File: config.mk
export PLATFORM = sky130hd
export DESIGN_NAME = bullet_ram_scheduler
export DESIGN_NICKNAME = d
export VERILOG_FILES = /design/src/rtl/bullet_ram_scheduler.sv
export SDC_FILE = /design/constraint.sdc
export NUM_CORES = 1
export LEC_CHECK = 0
export CAP_MARGIN = 5
export CORE_MARGIN = 2
export CORE_UTILIZATION = 25
export DETAILED_ROUTE_END_ITERATION = 10
export PLACE_DENSITY_LB_ADDON = 0.25
export SYNTH_ARGS = -nofsm -noshare
export SYNTH_HDL_FRONTEND = slang
export SYNTH_SLANG_ARGS = --single-unit
File: constraint.sdc
create_clock -name clock -period 3 [get_ports clock]
set_clock_uncertainty 0.2 [all_clocks]
set_input_delay 0.9 -clock clock [delete_from_list [all_inputs] [get_ports clock]]
set_output_delay 0.9 -clock clock [all_outputs]
set_load 0.02 [all_outputs]
File: src/rtl/bullet_ram_scheduler.sv
// Shares the single-port BulletRAM between CPU and renderer frame scan; BULLET_SKIP_INACTIVE_EN drops inactive entries.
// Latency: frame_start -> first fetch_valid in 3 cycles; 3 cycles per presented entry when the port is otherwise idle.
// Backpressure: CPU never stalls; the scan waits in ISSUE on CPU cycles and holds each entry until fetch_ready.
module bullet_ram_scheduler #(
  parameter int DATA_WIDTH    = 32,
  parameter int ADDRESS_WIDTH = 6,
  parameter int DEPTH         = 64,
  parameter int ACTIVE_BIT    = 31
) (
  input  logic                     clock,
  input  logic                     reset,
  input  logic                     cpu_wEn,
  input  logic                     cpu_readEn,
  input  logic [ADDRESS_WIDTH-1:0] cpu_addr,
  input  logic [DATA_WIDTH-1:0]    cpu_dataIn,
  output logic [DATA_WIDTH-1:0]    cpu_dataOut,
  output logic                     ram_wEn,
  output logic                     ram_readEn,
  output logic [ADDRESS_WIDTH-1:0] ram_addr,
  output logic [DATA_WIDTH-1:0]    ram_dataIn,
  input  logic [DATA_WIDTH-1:0]    ram_dataOut,
  input  logic                     frame_start,
  output logic                     fetch_valid,
  input  logic                     fetch_ready,
  output logic [ADDRESS_WIDTH-1:0] fetch_index,
  output logic [DATA_WIDTH-1:0]    fetch_data,
  output logic                     scan_busy,
  output logic                     scan_done,
  output logic                     overrun
);

  typedef enum logic [1:0] {IDLE, ISSUE, CAPTURE, PRESENT} scanState;

`ifdef BULLET_SKIP_INACTIVE_EN
  localparam bit SkipInactive = 1'b1;
`else
  localparam bit SkipInactive = 1'b0;
`endif

  scanState                 state;
  logic [ADDRESS_WIDTH-1:0] idx;
  logic                     cpuAccess;
  logic                     lastIdx;
  logic                     skipEntry;
  logic                     finishing;

  assign cpuAccess   = cpu_wEn | cpu_readEn;
  assign lastIdx     = (idx == ADDRESS_WIDTH'(DEPTH - 1));
  assign skipEntry   = SkipInactive && !ram_dataOut[ACTIVE_BIT];
  assign cpu_dataOut = ram_dataOut;

  // A scan finishes either on the last handshake or on skipping the last entry.
  assign finishing = ((state == PRESENT) && fetch_ready && lastIdx) ||
                     ((state == CAPTURE) && skipEntry && lastIdx);

  always_comb begin
    ram_wEn    = 1'b0;
    ram_readEn = 1'b0;
    ram_addr   = '0;
    ram_dataIn = '0;
    if (cpuAccess) begin
      ram_wEn    = cpu_wEn;
      ram_readEn = cpu_readEn;
      ram_addr   = cpu_addr;
      ram_dataIn = cpu_dataIn;
    end else if (state == ISSUE) begin
      ram_readEn = 1'b1;
      ram_addr   = idx;
    end
  end

  always_ff @(posedge clock) begin
    if (reset) begin
      state       <= IDLE;
      idx         <= '0;
      fetch_valid <= 1'b0;
      fetch_index <= '0;
      fetch_data  <= '0;
      scan_busy   <= 1'b0;
      scan_done   <= 1'b0;
      overrun     <= 1'b0;
    end else begin
      scan_done <= 1'b0;
      if (finishing) begin
        // A frame_start coinciding with completion is a clean back-to-back start, not an overrun.
        scan_done   <= 1'b1;
        fetch_valid <= 1'b0;
        idx         <= '0;
        state       <= frame_start ? ISSUE : IDLE;
        scan_busy   <= frame_start;
      end else if (frame_start && state != IDLE) begin
        state       <= ISSUE;
        idx         <= '0;
        fetch_valid <= 1'b0;
        overrun     <= 1'b1;
      end else begin
        case (state)
          IDLE: begin
            if (frame_start) begin
              state     <= ISSUE;
              idx       <= '0;
              scan_busy <= 1'b1;
            end
          end
          ISSUE: begin
            if (!cpuAccess) state <= CAPTURE;
          end
          CAPTURE: begin
            if (skipEntry) begin
              idx   <= idx + ADDRESS_WIDTH'(1);
              state <= ISSUE;
            end else begin
              fetch_data  <= ram_dataOut;
              fetch_index <= idx;
              fetch_valid <= 1'b1;
              state       <= PRESENT;
            end
          end
          PRESENT: begin
            if (fetch_ready) begin
              fetch_valid <= 1'b0;
              idx         <= idx + ADDRESS_WIDTH'(1);
              state       <= ISSUE;
            end
          end
          default: state <= IDLE;
        endcase
      end
    end
  end

endmodule

Word-level counts from Yosys, hierarchy flattened

Cells that the tools add are included.

Register bits: 50
Input port bits: 76
Output and inout bits: 114
Logic and storage cells: 61

Add/sub/neg operators: 1
Eq/ne operators: 10
Multiplexer cells: 23
Bitwise gates (word level): 3
Reductions and logical operators: 16

Operator list:

| kind                | number |
|---|---|
| $mux 32             | 1 |
| $mux 6              | 4 |
| $pmux 6 s2          | 1 |
| $reduce_and 3->1    | 4 |
| $mux 1              | 10 |
| $mux 2              | 5 |
| $reduce_bool 2->1   | 5 |
| $ne 4x3->1 const B  | 2 |
| $pmux 2 s4          | 1 |
| $add 6x1->6 const B | 1 |
| $eq 6x6->1 const B  | 1 |
| $ne 2x2->1 const B  | 3 |
| $eq 2x2->1 const B  | 2 |
| $ne 4x4->1 const B  | 1 |
| $reduce_and 2->1    | 2 |
| $logic_and 1x1->1   | 3 |
| $reduce_or 3->1     | 1 |
| $eq 2x1->1 const B  | 1 |
| $logic_not 2->1     | 1 |
| $not 1->1           | 2 |
| $pmux 1 s2          | 1 |
| $or 1x1->1          | 1 |

Depth between registers and ports, before layout

Depth in word-level cells: 5
Depth in mapped cells: 8
Gate-level depth less buffers: 6

Least setup slack after synthesis

OpenSTA, ideal clock, no wires.

Kind: input-to-output
From: input port cpu_readEn
To: output port ram_addr[0]
Data arrival time: 1,856 ps
Slack: 44 ps
Stages: 4
Cells stage by stage: or2_1 > clkbuf_1 > clkbuf_1 > o21ai_1

Word-level cells in the longest chain between the ends: 2

Ends and longest elaborated chain:

| what               | RTL line | text |
|---|---|---|
| start: declaration | 13       | `input logic cpu_readEn,` |
| $or 1x1->1         | 47       | `assign cpuAccess = cpu_wEn \| cpu_readEn;` |
| $mux 6             | 61       | `if (cpuAccess) begin` |
| end: declaration   | 19       | `output logic [ADDRESS_WIDTH-1:0] ram_addr,` |

Every way passes these cells.

Final worst setup path

From: input port cpu_wEn
To: output port ram_addr[0]

Word-level cells in the longest chain between the ends: 2

Ends and longest elaborated chain:

| what               | RTL line | text |
|---|---|---|
| start: declaration | 12       | `input logic cpu_wEn,` |
| $or 1x1->1         | 47       |  |
| $mux 6             | 61       |  |

Every way passes these cells.

==> key figures <==
Outcome
  – Status: complete, no violations

Logic synthesis
  – Yosys top cell area share: 0.383
  – Synth cell types: 37
  – Post-synthesis mux area share: 0.154
  – Post-Synth Adder-Cell Area: 0.0239
  – Complex-gate fraction of the synthesized area: 0.0545
  – Syn nets: roughly 380
  – Largest family of logic cells by synthesized area: simple AND/OR/NAND/NOR gates
  – Yosys reg bits: 50
  – Post-synth top area cell: dfxtp_1
  – Area of the mapped netlist: 2620 sq um
  – Simple-Gate Fraction of Synth Area: 0.228
  – Synth async-reset ratio: 0
  – Synth area leaders: dfxtp_1 (38%), mux2i_1 (15%), buf_4 (9.8%), and2_1 (7.9%), nor2_1 (6.7%)
  – Post-synth top flop: dfxtp_1
  – Number of synthesis warnings: 0
  – Cells after synthesis: slightly below 300
  – Post-Syn Area per Cell: roughly 8.8 sq um
  – Post-Synth XOR/XNOR Area: 0.0134
  – Post-synthesis sequential area ratio: 0.383
  – EDFF count, synth: 0

Setup path
  – Data arrival, critical path: 1.83 ns
  – Required @ worst endpoint: about 1.9 ns
  – CP Capture Type: output pin
  – Critical path, cell by cell: buf_2, or2_4, buf_12, o21ai_1, buf_2
  – Largest stage delay, worst path: 0.34 ns
  – CP dominant cell by count: buf_2
  – CP Class: in2out
  – Slowest CP cell: or2_4
  – R2r worst-path depth: 6
  – Delay-heaviest family, CP: buffers and inverters
  – R2r endpoint: fetch_data[18]$_SDFFE_PP0P_
  – Worst path buffer plus inverter count: 3
  – CP max FO: 12
  – Worst r2r src: state[0]$_SDFFE_PP0P_
  – Worst R2R Setup Slack: 0.88 ns
  – Startpoint Class: primary input

Placement
  – Port Buffers: 189
  – Placer Congestion: 0.831
  – HPWL Detailed: 6100 um
  – Placed Instances: 603

Global route
  – Met1 Resource Use GR: 0.148
  – Most Crowded Layer GR: met2
  – Largest net degree at the start of global routing: 28
  – Vias in the first global route: 2654
  – GRT Residual Overflow: 0
  – Met3 usage: 0.0380
  – First-pass GRT wire length: 12600 um
  – Initial antenna violation count: 0
  – Total Routing Usage GR: 0.137
  – Met2 GRT Util: 0.260

Cells and area
  – FF+latch area: 1000 sq um
  – Syn-to-layout area delta: 75.3%
  – Final-stage net count: 560
  – Ratio of cells with drive above 1 in the final layout: 0.196
  – Non-Filler Instances: between 600 and 700
  – Fill count: 1020
  – Multi-input logic area: between 1000 and 1500 sq um
  – # diodes: 0

Min path
  – Hold path start: scan_busy$_SDFFE_PP0P_
  – HP Class: reg2reg
  – Hold Path Depth: 2
  – Hold path endpoint: scan_busy$_SDFFE_PP0P_

Floorplanning
  – Die H: 106 um
  – Ports: 190
  – Die width: 106 um
  – Full die area: 11300 sq um
  – Core box area: 10200 sq um
  – Cell Rows: 37
  – Starting Density: 0.256

Power
  – Peak supply drop: 0.164 mV
  – Clock power share: 0.225
  – Combinational share of power: 0.370
  – Pwr/cell area: between 300 and 400 nW/um^2
  – Net Switching: 0.563 mW
  – Total power: 1.79 mW
  – Int Power: 1.23 mW
  – Leak: 2.16 nW
  – Sequential power share: 0.406
  – Sw frac: 0.314

Timing
  – Tmin final: 2.93 ns
  – Fmax: around 340 MHz
  – Slew headroom: 0.663
  – RSZ-0062 raised after global routing: false
  – Slew @ Worst Pin: 0.506 ns
  – Slew Viols, Final: 0
  – Final setup vio count: 0
  – Crit share post-route: 0.977
  – Hold Vio Cnt, Final: 0

Route
  – Avg Vias per Cell: about 4.2
  – WL per Instance: 12.9 um
  – DRC: 0
  – DR pass1 iterations: 4
  – Vias: 2600
  – Wirelength, routed: 7930 um
  – Initial drt markers: 55
  – Post-route ant nets: 0

CTS
  – H-tree depth: 2
  – Latest clock arrival within the worst-skew pair: 0.29 ns
  – Cts bufs inserted: 5
  – Clock tree from TritonCTS: built
  – Clock-pin slew on the worst setup and hold paths: 0.09 ns
  – Clock root buffer: clkbuf_8
  – Clock Tree Buf Depth: 2
  – CTS Hold Bufs: 0
  – Clk sinks: 50

Run
  – Max-cap viol count: 0
-- cell families (layout without fill, tap and decap cells) --
| logic type | after synthesis | after routing |
|---|---|---|
| DFF | 50 | 50 |
| adders and majority gates | 5 | 5 |
| muxes | 40 | 40 |
| xor gates and xnor gates | 4 | 4 |
| buffers and inverters | 55 | 238 |
| and+or+nand+nor | 120 | 120 |
| AOI/OAI and AO/OA | 23 | 23 |
-- how the worst max path moves through the flow --
stage | from | slack [ns] | end | depth (start not counted)
floorplan | cpu_readEn | 0.04 | ram_addr[0] | 4
detailed placement | cpu_readEn | -0.71 | ram_addr[0] | 5
CTS | cpu_readEn | 0.05 | ram_addr[0] | 5
finish | cpu_wEn | 0.07 | ram_addr[0] | 5
global placement | cpu_readEn | -0.68 | ram_addr[5] | 5
global route | cpu_wEn | 0.02 | ram_addr[0] | 5
-- sequential cells by signal (all words and copies together), names as in the netlist --
| name | count |
|---|---|
| fetch_data | 32 |
| fetch_index | 6 |
| idx | 6 |
| state | 2 |
| fetch_valid | 1 |
| overrun | 1 |
| scan_busy | 1 |
| scan_done | 1 |
-- cells in the final DEF, fill, tap and decap left out, types with 2 or more instances in the layout --
| cell | n |
|---|---|
| a21oi_1 | 7 |
| and2_1 | 33 |
| buf_12 | 2 |
| buf_16 | 4 |
| buf_2 | 37 |
| buf_4 | 34 |
| clkbuf_8 | 6 |
| clkdlybuf4s50_1 | 114 |
| dfxtp_1 | 50 |
| dlygate4sd2_1 | 34 |
| ha_1 | 5 |
| inv_1 | 3 |
| mux2i_1 | 39 |
| nand2_1 | 20 |
| nand4_1 | 3 |
| nor2_1 | 47 |
| nor2b_1 | 5 |
| nor3_1 | 2 |
| o21ai_0 | 2 |
| o21ai_1 | 6 |
| xnor2_1 | 2 |
| xor2_1 | 2 |
-- worst register-to-register path, cell delays in order (launching register included) --
cell	delay (ns)
dfxtp_1	0.40
ha_1	0.39
nand4_2	0.21
o221ai_4	0.21
buf_4	0.32
mux2i_1	0.24
nor2_1	0.05
-- power groups by stage --
stage          registers (mW)  clock network (mW)  logic [mW]
2_1_floorplan           0.782                   0       0.334
3_3_place_gp            0.740                   0       0.691
3_5_place_dp            0.742                   0       0.695
4_1_cts                 0.727               0.425       0.671
5_1_grt                 0.732               0.445       0.712
6_report                0.726               0.402       0.661
-- metal layers --
metal  vias to the layer above  wire (um)
li1                       1300          -
met1                      1165       3070
met2                       131       4110
met3                         4        668
met4                         0         74
met5                         -          0
-- synthesized netlist by cell type, types with 2 or more instances --
master,count
a21oi_1,7
nand2_1,21
o21ai_1,7
inv_1,3
buf_12,2
nand4_1,3
buf_4,34
clkbuf_1,13
and2_1,33
mux2i_1,39
xnor2_1,2
xor2_1,2
ha_1,5
nor2_1,47
nor3_1,2
nor2b_1,5
or2_1,2
dfxtp_1,50
o21ai_0,2
-- timing repair --
item | 4_1_cts | 5_1_grt
resized for setup | 207 | 0
endpoints found under the setup margin | 72 | 0
hold endpoints to repair | 0 | 0
setup buffers | 2 | 0
-- per-stage QoR --
| stage | setup slack [ns] | hold slack [ns] | instance area (sq um) | setup TNS, ns | utilization |
|---|---|---|---|---|---|
| floorplan | 0.0444 | 0.271 | 2620 | 0 | - |
| global placement | -0.683 | 0.250 | 4590 | -27.66 | 0.448 |
| detailed placement | -0.711 | 0.254 | 4590 | -27.62 | 0.448 |
| CTS | 0.0459 | 0.268 | 4580 | 0 | 0.448 |
| global route | 0.0189 | 0.325 | 4580 | 0 | 0.448 |
| finish | 0.0686 | 0.266 | 4580 | 0 | 0.448 |
-- layout make-up --
class                   instances  share of cell area
well taps                     136              0.0371
clock inverters                 1             0.00109
multi-input cells             192               0.276
flip-flops and latches         50               0.218
clock buffers                   7              0.0188
repair buffers                226               0.445
inverters                       4             0.00328
Note: power is estimated with default switching activity, not from simulation.
